[src/rtl/keypad_pkg.sv]
// Shared key codes, scanner state type and the keypad matrix key map.
package keypad_pkg;

  localparam logic [3:0] KEY_NOKEY = 4'd10;
  localparam logic [3:0] KEY_STAR  = 4'd11;
  localparam logic [3:0] KEY_HASH  = 4'd12;

  typedef enum logic [1:0] {
    SCAN        = 2'd0,
    DEB_PRESS   = 2'd1,
    PRESSED     = 2'd2,
    DEB_RELEASE = 2'd3
  } state_e;

  // Rows 0-2 hold digits 1-9 in reading order; row 3 is '*', '0', '#'.
  function automatic logic [3:0] code(input logic [1:0] row, input logic [1:0] col);
    logic [3:0] k;
    if (row == 2'd3) begin
      case (col)
        2'd0:    k = KEY_STAR;
        2'd1:    k = 4'd0;
        default: k = KEY_HASH;
      endcase
    end else begin
      k = {2'b00, row} * 4'd3 + {2'b00, col} + 4'd1;
    end
    return k;
  endfunction

endpackage

[src/rtl/keypad_scanner_sync.sv]
// Two-flop synchroniser for asynchronous inputs; resets to all ones (idle rows).
module sync_2ff #(
  parameter int unsigned WIDTH = 1
) (
  input  logic             i_clk,
  input  logic             i_rst_n,
  input  logic [WIDTH-1:0] i_d,
  output logic [WIDTH-1:0] o_q
);

  logic [WIDTH-1:0] r_meta;
  logic [WIDTH-1:0] r_sync;

  always_ff @(posedge i_clk or negedge i_rst_n) begin
    if (!i_rst_n) begin
      r_meta <= '1;
      r_sync <= '1;
    end else begin
      r_meta <= i_d;
      r_sync <= r_meta;
    end
  end

  assign o_q = r_sync;

endmodule

[src/rtl/keypad_scanner.sv]
// 4x3 matrix keypad scanner with press/release debounce and a press strobe.
// Define KEYPAD_STAR_HASH_EN to report '*' (11) and '#' (12); otherwise both are ignored.
module keypad_scanner
  import keypad_pkg::*;
#(
  parameter int unsigned SCAN_DIV        = 16,
  parameter int unsigned DEBOUNCE_CYCLES = 1000
) (
  input  logic       clock,
  input  logic       reset_n,
  input  logic [3:0] row_in,
  output logic [2:0] col_drive,
  output logic [3:0] key,
  output logic       key_pulse
);

  localparam int unsigned SLOT_W = $clog2(SCAN_DIV);
  localparam int unsigned DEB_W  = $clog2(DEBOUNCE_CYCLES);

  logic [3:0]        w_rs;
  state_e            r_state;
  state_e            w_next;
  logic [1:0]        r_col;
  logic [1:0]        r_row;
  logic [SLOT_W-1:0] r_slot;
  logic [DEB_W-1:0]  r_deb;
  logic              r_accept;
  logic [3:0]        r_key;
  logic              r_pulse;

  logic [3:0]        w_row_mask;
  logic              w_hit;
  logic [1:0]        w_hit_row;
  logic              w_row_low;
  logic              w_slot_end;
  logic              w_deb_done;
  logic [1:0]        w_col_inc;
  logic              w_accept;

  sync_2ff #(.WIDTH(4)) u_row_sync (
    .i_clk   (clock),
    .i_rst_n (reset_n),
    .i_d     (row_in),
    .o_q     (w_rs)
  );

  always_comb begin
`ifdef KEYPAD_STAR_HASH_EN
    w_row_mask = ~w_rs;
`else
    // Row 3 only carries a usable key ('0') in column 1.
    w_row_mask = ~w_rs & ((r_col == 2'd1) ? 4'b1111 : 4'b0111);
`endif
    w_hit     = |w_row_mask;
    w_hit_row = '0;
    for (int unsigned i = 4; i > 0; i--) begin
      if (w_row_mask[i-1]) w_hit_row = 2'(i - 1);
    end
  end

  assign w_row_low  = ~w_rs[r_row];
  assign w_slot_end = (r_slot == SLOT_W'(SCAN_DIV - 1));
  assign w_deb_done = (r_deb == DEB_W'(DEBOUNCE_CYCLES - 1));
  assign w_col_inc  = (r_col == 2'd2) ? 2'd0 : r_col + 2'd1;
  assign w_accept   = (r_state == DEB_PRESS) && w_row_low && w_deb_done;

  always_ff @(posedge clock or negedge reset_n) begin
    if (!reset_n) r_state <= SCAN;
    else          r_state <= w_next;
  end

  always_comb begin
    w_next = r_state;
    case (r_state)
      SCAN:        if (w_slot_end && w_hit) w_next = DEB_PRESS;
      DEB_PRESS:   if (!w_row_low) w_next = SCAN;
                   else if (w_deb_done) w_next = PRESSED;
      PRESSED:     if (!w_row_low) w_next = DEB_RELEASE;
      DEB_RELEASE: if (w_row_low) w_next = PRESSED;
                   else if (w_deb_done) w_next = SCAN;
      default:     w_next = SCAN;
    endcase
  end

  always_ff @(posedge clock or negedge reset_n) begin
    if (!reset_n) begin
      r_col    <= '0;
      r_row    <= '0;
      r_slot   <= '0;
      r_deb    <= '0;
      r_accept <= 1'b0;
      r_key    <= KEY_NOKEY;
      r_pulse  <= 1'b0;
    end else begin
      // Key load is delayed one cycle behind the PRESSED entry.
      r_accept <= w_accept;
      r_pulse  <= r_accept;
      if (r_accept) r_key <= code(r_row, r_col);
      case (r_state)
        SCAN: begin
          if (w_slot_end) begin
            r_slot <= '0;
            if (w_hit) begin
              r_row <= w_hit_row;
              r_deb <= '0;
            end else begin
              r_col <= w_col_inc;
            end
          end else begin
            r_slot <= r_slot + SLOT_W'(1);
          end
        end
        DEB_PRESS: begin
          if (!w_row_low) begin
            r_col  <= w_col_inc;
            r_slot <= '0;
          end else if (!w_deb_done) begin
            r_deb <= r_deb + DEB_W'(1);
          end
        end
        PRESSED: r_deb <= '0;
        DEB_RELEASE: begin
          if (w_row_low) begin
            r_deb <= '0;
          end else if (w_deb_done) begin
            r_col  <= '0;
            r_slot <= '0;
            r_key  <= KEY_NOKEY;
          end else begin
            r_deb <= r_deb + DEB_W'(1);
          end
        end
        default: ;
      endcase
    end
  end

  assign col_drive = ~(3'b001 << r_col);
  assign key       = r_key;
  assign key_pulse = r_pulse;

endmodule

[config.mk]
export PLATFORM = sky130hd
export DESIGN_NAME = keypad_scanner
export DESIGN_NICKNAME = d
export VERILOG_FILES = /design/src/rtl/keypad_pkg.sv /design/src/rtl/keypad_scanner_sync.sv /design/src/rtl/keypad_scanner.sv
export SDC_FILE = /design/constraint.sdc
export NUM_CORES = 1
export LEC_CHECK = 0
export ABC_AREA = 1
export CAP_MARGIN = 30
export CELL_PAD_IN_SITES_DETAIL_PLACEMENT = 1
export CELL_PAD_IN_SITES_GLOBAL_PLACEMENT = 1
export CORE_ASPECT_RATIO = 0.7
export CORE_MARGIN = 8
export CORE_UTILIZATION = 43
export CTS_CLUSTER_DIAMETER = 50
export DETAILED_ROUTE_END_ITERATION = 12
export PLACE_DENSITY = 0.84
export REMOVE_ABC_BUFFERS = 1
export SLEW_MARGIN = 20
export SYNTH_ARGS = -nofsm -noshare
export SYNTH_HDL_FRONTEND = slang
export SYNTH_SLANG_ARGS = --single-unit
export TNS_END_PERCENT = 1
[constraint.sdc]
create_clock -name clock -period 2.1 [get_ports clock]
set_input_delay 0.42 -clock clock [delete_from_list [all_inputs] [get_ports clock]]
set_output_delay 0.42 -clock clock [all_outputs]
set_load 0.005 [all_outputs]
==> results of run 1 <==
power groups by stage:
| stage | clock (µW) | sequential [µW] | combinational, µW |
|---|---|---|---|
| 5_1_grt | 778 | 944 | 1240 |
| 4_1_cts | 761 | 925 | 1100 |
| 6_report | 744 | 925 | 1080 |
| 2_1_floorplan | 0 | 899 | 766 |
| 3_5_place_dp | 0 | 934 | 1090 |
| 3_3_place_gp | 0 | 922 | 1040 |
cell families after synthesis:
group,after synthesis
buf+inv,31
fa+ha+maj,8
simple gates,138
compound gates,31
xor+xnor,4
flops,34
worst paths after layout:
path	end	cells past startpoint	startpoint
min	u_row_sync.o_q[2]	0	u_row_sync.r_meta[2]
max reg2reg	key[2]	6	r_col[1]
min reg2reg	u_row_sync.o_q[2]	0	u_row_sync.r_meta[2]
min in group asynchronous	r_slot[0]	2	reset_n
max in group asynchronous	key[1]	2	reset_n
max	key[2]	6	r_col[1]
routing by layer:
| layer | vias to the layer above | global-route usage (%) | routed length [µm] |
|---|---|---|---|
| met5 | - | 0 | 0 |
| met4 | 0 | 5.26 | 61 |
| met3 | 7 | 4.26 | 215 |
| met2 | 28 | 24.5 | 2240 |
| met1 | 834 | 19.1 | 2420 |
| li1 | 846 | - | - |
final cells by class:
cell class                      count  area, µm²
Timing Repair Buffer               15        145
Tap cell                           55       68.8
Sequential cell                    34        863
Clock inverter                      3       68.8
Multi-Input combinational cell    181        982
Inverter                           30        116
Clock buffer                        5       68.8
Fill cell                         538       2070
worst reg2reg max path: stages, from the launching register on:
cell	delay (ns)
sky130_fd_sc_hd__dfrtp_1	0.45
sky130_fd_sc_hd__fa_1	0.56
sky130_fd_sc_hd__fa_1	0.44
sky130_fd_sc_hd__xnor2_1	0.17
sky130_fd_sc_hd__nand2_1	0.06
sky130_fd_sc_hd__a22oi_1	0.14
sky130_fd_sc_hd__nor2_1	0.06
cells in the final DEF (no fill, tap or decap):
master,count
sky130_fd_sc_hd__nand2_1,76
sky130_fd_sc_hd__inv_1,27
sky130_fd_sc_hd__dfrtp_1,24
sky130_fd_sc_hd__nor2_1,19
sky130_fd_sc_hd__nand3_1,19
sky130_fd_sc_hd__o21ai_0,13
sky130_fd_sc_hd__clkdlybuf4s50_1,13
sky130_fd_sc_hd__dfstp_2,10
sky130_fd_sc_hd__nand4_1,9
sky130_fd_sc_hd__a21oi_1,8
sky130_fd_sc_hd__ha_1,6
sky130_fd_sc_hd__clkbuf_8,5
sky130_fd_sc_hd__nand3_2,4
sky130_fd_sc_hd__nor2_2,3
sky130_fd_sc_hd__nand3_4,3
sky130_fd_sc_hd__nand2_2,3
sky130_fd_sc_hd__o21ai_1,3
sky130_fd_sc_hd__xor2_1,3
sky130_fd_sc_hd__o21bai_1,2
sky130_fd_sc_hd__fa_1,2
sky130_fd_sc_hd__bufinv_16,2
sky130_fd_sc_hd__buf_4,2
sky130_fd_sc_hd__clkinv_2,1
sky130_fd_sc_hd__xnor2_1,1
sky130_fd_sc_hd__a22oi_1,1
sky130_fd_sc_hd__inv_2,1
sky130_fd_sc_hd__nor2_4,1
sky130_fd_sc_hd__o211ai_1,1
sky130_fd_sc_hd__nand3b_1,1
sky130_fd_sc_hd__o21bai_2,1
sky130_fd_sc_hd__a31oi_1,1
sky130_fd_sc_hd__inv_4,1
sky130_fd_sc_hd__a211oi_1,1
sky130_fd_sc_hd__clkinv_4,1
metrics by stage:
step | area [µm²] | cells | hold WS, ns | power, µW | setup slack, ns
final | 2310 | 323 | 0.357 | 2750 | 0.119
after global routing | 2310 | 323 | 0.362 | 2960 | 0.0160
after CTS | 2310 | 323 | 0.359 | 2790 | 0.0939
after detailed placement | 2180 | 315 | 0.347 | 2020 | 0.136
after global placement | 2180 | 315 | 0.346 | 1960 | 0.195
after floorplan | 1960 | 245 | 0.124 | 1670 | 0.246
registers in the layout, summed over array words and instances (netlist names), named ones only:
signal             cells
key                    4
key_pulse              1
r_accept               1
r_col                  2
r_deb                 10
r_row                  2
r_slot                 4
r_state                1
u_row_sync.o_q         4
u_row_sync.r_meta      4
==> run summary, run 1 <==
Of all cell types, the one taking the most synthesized area is sky130_fd_sc_hd__dfrtp_1. The smallest clock period supported by the final layout is computed as 1.98 ns. For this run, the number of Yosys warnings is 0.

The run gives 14 as the number of top-level design ports. The worst path uses 94.3% of the clock period. On the final layout, the worst clock skew is 0.00344 ns. The worst endpoint required time was 2.29 ns.

The detailed router finished its first iteration with 107 violations. The cell with the most instances after synthesis was sky130_fd_sc_hd__nand2_1. The number of buffers inserted during clock tree synthesis was 5. Walking the worst path, the cells encountered are fa_1 -> fa_1 -> xnor2_1 -> nand2_1 -> a22oi_1 -> nor2_1.

The tools report the total number of clock tree sinks as 34. The top cell type's share of synthesized area is 30.5%, and the worst setup slack for register-to-register paths is 0.12 ns. The final layout contains routed wiring with a total length of 4940 µm. Of the synthesized area, sequential elements account for 43.9%. Of the total power, the share spent switching nets is 40.4%. The wire length of the first global-routing pass is 8610 µm. The tools report the count of final setup violators as 0.

The number of hold buffers added after CTS was 0. By area, the combinational part of the netlist is dominated by simple AND/OR/NAND/NOR gates. For the leakage component of the power, the log shows 0.00112 µW. The post-synthesis compound-gate area fraction came out at 8.91%. Input and output buffers added on the ports amount to 13. The power dissipated by switching net loads is 1110 µW. Global routing consumed, over all layers together, 15.2% of the routing resources.

The run finished with clean final reports. In this run the clock root is driven by a sky130_fd_sc_hd__clkbuf_8. CTS built an H-tree with a depth of 2. Setup repair after global routing left no endpoint under its margin. In this design, the largest share of critical-path delay is due to adder cells. Measured on the finished design, the core utilization comes to 52.8%.

The wire length per cell after detailed routing is 15.3 µm, and the number of buffers on the longest clock path is 2. Counting flops with an async set or reset pin after synthesis yields a share of 100%. Summing over every cut layer, the via total after detailed routing is 1,715. The clock latency reported for the late side of the worst-skew pair was 0.30 ns; the final count of pins violating max slew was 0.

Sequential cells burn 33.6% of the power. Sorting the synthesized cells by how often they occur yields sky130_fd_sc_hd__nand2_1 (76), sky130_fd_sc_hd__inv_1 (27), sky130_fd_sc_hd__dfrtp_1 (24). The average instance area after synthesis came out at 8.00 µm². The internal power of the cells totals 1640 µW. Entering global routing, the biggest net connects 35 pins. Gates resized during post-CTS repair numbered 0.

TritonCTS built the clock tree. The dominant synthesized flop cell is sky130_fd_sc_hd__dfrtp_1. The number of different library cells used by synthesis comes to 30. Across the run, the number of max-cap violations was 0. The portion of synthesized area spent on multiplexers is 0%. The placeable core area came out at 4380 µm². Buffers added to address setup during post-CTS repair amount to 0. The most frequent cell on the critical path is sky130_fd_sc_hd__fa_1.

The cell area power density was 1190 nW/µm²; the pin slew with the least headroom to its limit was 0.433 ns. The weighted congestion reported at the end of routability-driven placement was 0.780. From bottom edge to top edge, the die measures 72.6 µm.

For the post-synthesis instance area, the log shows 1970 µm². Detailed placement finished with a half-perimeter wire length of 3590 µm. The floorplan step set the die width to 96.8 µm. The highest fanout seen on the critical path is 5, and the synthesis-to-layout area growth is 17.6%. Synthesis inferred 34 register bits. The synthesized netlist devotes 33.4% of its cell area to simple gates. The post-route netlist has 14.2% of its cells at a drive strength greater than 1. The run gives 0 as the remaining antenna violation count. The min-delay analysis places its worst path in the category reg -> reg. Data arrives at the worst endpoint at 2.17 ns. The detail-routed via count per cell came out at 5.31. VDD sags by at most 0.000534 V. For the total number of nets in the final design, the log shows 281. The floorplan has 20 rows. Yosys attributes the largest share of cell area to sky130_fd_sc_hd__dfrtp_1 (31%), sky130_fd_sc_hd__nand2_1 (15%), sky130_fd_sc_hd__dfstp_2 (13%). The synthesized-area fraction occupied by adder cells was 5.85%; the number of synthesized flops with an enable pin was 0. The worst setup path is of the reg -> reg kind. The endpoint type of the worst setup path was a flip-flop. The tools report the total congestion overflow as 0. For this run, the slowest stage of the critical path takes 0.56 ns.

After detailed routing, the number of remaining DRC violations is 0. Launching element type of the critical path: a flip-flop. The clock power share was 27.0%; the worst slew margin relative to its limit was 71.2%. The logs give 4 for the number of detailed-routing iterations run before antenna repair and 0 for the number of antenna violations at the first check in global routing.

The synthesized netlist devotes 1.78% of its cell area to XOR and XNOR gates. For the number of failing hold endpoints at the final stage, the log shows 0. The via count of the first global-routing pass came out at 1,821.

Final antenna diode count: 0. The instance count of the mapped netlist is 246. For this run, the top clock speed supported by timing is 505 MHz. The slowest cell on the critical path is sky130_fd_sc_hd__fa_1. The die covers 7030 µm².

After clock tree synthesis, the clock-pin slew on the worst setup and hold paths is 0.07 ns. The logs give 39.4% for the part of the power in combinational logic and 44.9% for the starting utilization of the core area. The critical path contains buffers and inverters numbering 0 combined. The post-route setup TNS is 0 ns.
Power figures use the tool's default switching activity.
==> inputs of run 2 (changes only) <==
--- a/config.mk
+++ b/config.mk
@@ -10,11 +10,12 @@
 export CELL_PAD_IN_SITES_DETAIL_PLACEMENT = 1
 export CELL_PAD_IN_SITES_GLOBAL_PLACEMENT = 1
 export CORE_ASPECT_RATIO = 0.7
-export CORE_MARGIN = 8
-export CORE_UTILIZATION = 43
+export CORE_MARGIN = 2
+export CORE_UTILIZATION = 45
+export CTS_BUF_LIST = sky130_fd_sc_hd__clkbuf_8
 export CTS_CLUSTER_DIAMETER = 50
 export DETAILED_ROUTE_END_ITERATION = 12
-export PLACE_DENSITY = 0.84
+export PLACE_DENSITY = 0.87
 export REMOVE_ABC_BUFFERS = 1
 export SLEW_MARGIN = 20
 export SYNTH_ARGS = -nofsm -noshare
==> run summary, run 2 (synthesis gave the netlist of run 1 again) <==
The number of buffers on the longest clock path is 2, and the number of non-filler instances in the completed layout is 323. The cell area power density was 1110 nW/µm². Clock latency reported for the late side of the worst-skew pair: 0.29 ns.

The worst endpoint required time was 1.68 ns; the worst slew margin relative to its limit was 70.9%. The starting utilization of the core area is 46.0%. Before CTS, the worst setup slack after placement is 0.156 ns.

Data on the critical path arrives at its endpoint at 1.54 ns. The width of the chip was 83.0 µm. The number of failing hold endpoints at the final stage came out at 0. The run gives 0 as the count of final setup violators. The final core area utilization came out at 53.0%. Leaving out fill and tap cells, the most frequent cells in the layout are sky130_fd_sc_hd__nand2_1 (76), sky130_fd_sc_hd__inv_1 (28), sky130_fd_sc_hd__dfrtp_1 (23). The initial DRC count was 77; the total congestion overflow was 0. The reg-to-reg critical path endpoint is key[2]. The run finished with clean final reports. For this design, the sink count on the clock tree is 34. For the pin with the worst max-slew slack, the measured transition is 0.436 ns. The worst hold path begins at u_row_sync.r_meta[0]. The number of top-level design ports is 14, and the worst supply voltage drop on vdd is 0.000636 V.

For the final routed database, the setup TNS stands at 0 ns. In the routed design, unresolved DRC markers number 0. The number of cells in the design after placement came out at 315.

The tools report the endpoint type of the worst setup path as a primary output. The number of cells on the worst reg-to-reg path is 6. During placement, the flow inserted port buffers numbering 13.

The number of setup buffers added after CTS is 0. The run gives 0.780 as the weighted congestion reported at the end of routability-driven placement. Number of antenna violations at the first check in global routing: 0. The via count of the first global-routing pass came out at 1,766. The largest register by flop count is r_deb.

The class of the worst hold path was reg -> reg. The worst setup path is of the reg -> out kind. The routed design could run at a clock period as short as 1.96 ns. For the final-layout fill cell count, the log shows 540. The tools report the reg-to-reg startpoint as r_col[1]. The share of final-layout standard cells stronger than drive strength 1 is 14.2%.

Wires add up to 4940 µm. Compared with the post-synthesis result, the final layout area differs by 15.3%. In this run the static leakage power is 0.00110 µW. The library cell used most frequently in the layout, excluding fill and tap cells, is sky130_fd_sc_hd__nand2_1. The wire length of the first global-routing pass came out at 8510 µm. Clock tree synthesis selected as its root buffer the cell sky130_fd_sc_hd__clkbuf_8. The flip-flop count of the largest register, all copies and words added came out at 10. TritonCTS built the clock tree. The pre-antenna-repair detailed-routing pass consisted of 4 iterations. The pin count of the biggest net entering global routing was 35; the clock-pin transition on the worst setup and hold timing paths was 0.07 ns.

Between clock sinks in the finished design, the worst skew comes to 0.0101 ns. Combined global-route utilization of all metal layers: 22.3%. The detail-routed via count per cell was 5.28; the number of H-tree branching levels was 2. The core region is 4280 µm². The count of standard-cell rows was 20. Setup repair after global routing left no endpoint under its margin.

Buffers inserted during clock tree synthesis total 5. The total power draw was 2520 µW. The final layout contains 281 nets. Highest fanout seen on the critical path: 8. The logs give 0 for the final antenna diode count and 4920 µm² for the floorplan die area. The detail route stage leaves a number of antenna-violating nets equal to 0. Hold repair after CTS inserted 0 buffers. Max-cap violations in this run came to 0. The via count of the routed design was 1,705; the final count of pins violating max slew was 0. For flop-to-flop paths, the worst setup slack is 0.15 ns. The tools report the least setup slack across all paths after layout as 0.138 ns. The worst setup path is launched from a flip-flop. Detailed placement finished with a half-perimeter wire length of 3690 µm. In the final routed layout, each cell accounts on average for 15.3 µm. The fraction of the cycle the final worst path needs was 93.4%.

For hold timing, the worst endpoint is u_row_sync.o_q[0]. Counting instances, the worst hold path has a depth of 0. The die boundary height was 59.3 µm; the achievable frequency was 510 MHz.
-- run 2: cell types whose count changed in the layout (fill, tap and decap cells not counted), sizes merged --
cell / previous run / this run
clkbuf: 5 / 6
bufinv: 2 / 0
inv: 29 / 30
-- run 2: how the worst max path moves through the flow --
stage | start | end | cells after the start
5_1_grt | r_col[1] | key[2] | 6
3_5_place_dp | r_row[1] | key[2] | 6
3_3_place_gp | r_col[1] | key[2] | 6
2_1_floorplan | r_row[0] | key[2] | 6
4_1_cts | r_col[0] | col_drive[0] | 3
6_report | r_col[0] | col_drive[0] | 3
-- run 2: stage by stage --
step	instance area [µm²]	hold WS, ns
after floorplan	1960	0.124
after global placement	2180	0.345
after detailed placement	2180	0.348
after CTS	2270	0.358
after global routing	2270	0.366
final	2270	0.357
-- run 2: critical path: stages, from the launching register on --
cell and delay, ns:
sky130_fd_sc_hd__dfrtp_1 0.48, sky130_fd_sc_hd__nor2_1 0.27, sky130_fd_sc_hd__inv_1 0.06, sky130_fd_sc_hd__clkdlybuf4s50_1 0.44
-- run 2: per-layer routing --
| metal | wire length, µm | global-route usage (%) |
|---|---|---|
| met3 | 143 | 5.29 |
| met1 | 2380 | 29.6 |
| met5 | 0 | 0 |
| met2 | 2370 | 37.6 |
| met4 | 45 | 5.39 |
-- run 2: final cells by class --
class / count / area [µm²] / area share, %
Inverter: 30 / 116 / 5.13
Sequential cell: 34 / 865 / 38.1
Multi-Input combinational cell: 181 / 982 / 43.3
Timing Repair Buffer: 15 / 145 / 6.40
Clock inverter: 2 / 8.76 / 0.386
Tap cell: 55 / 68.8 / 3.03
Clock buffer: 6 / 82.6 / 3.64
-- run 2: power by group --
group	switching [µW]	total [µW]	leakage, µW	internal, µW
clock	253	513	0.0000524	260
sequential	152	923	0.000423	771
combinational	690	1090	0.000625	395
-- run 2: timing repair --
item | CTS | global route
setup endpoints to repair | 0 | 1
endpoints found under the hold margin | 0 | 0
resized for setup | 0 | 1
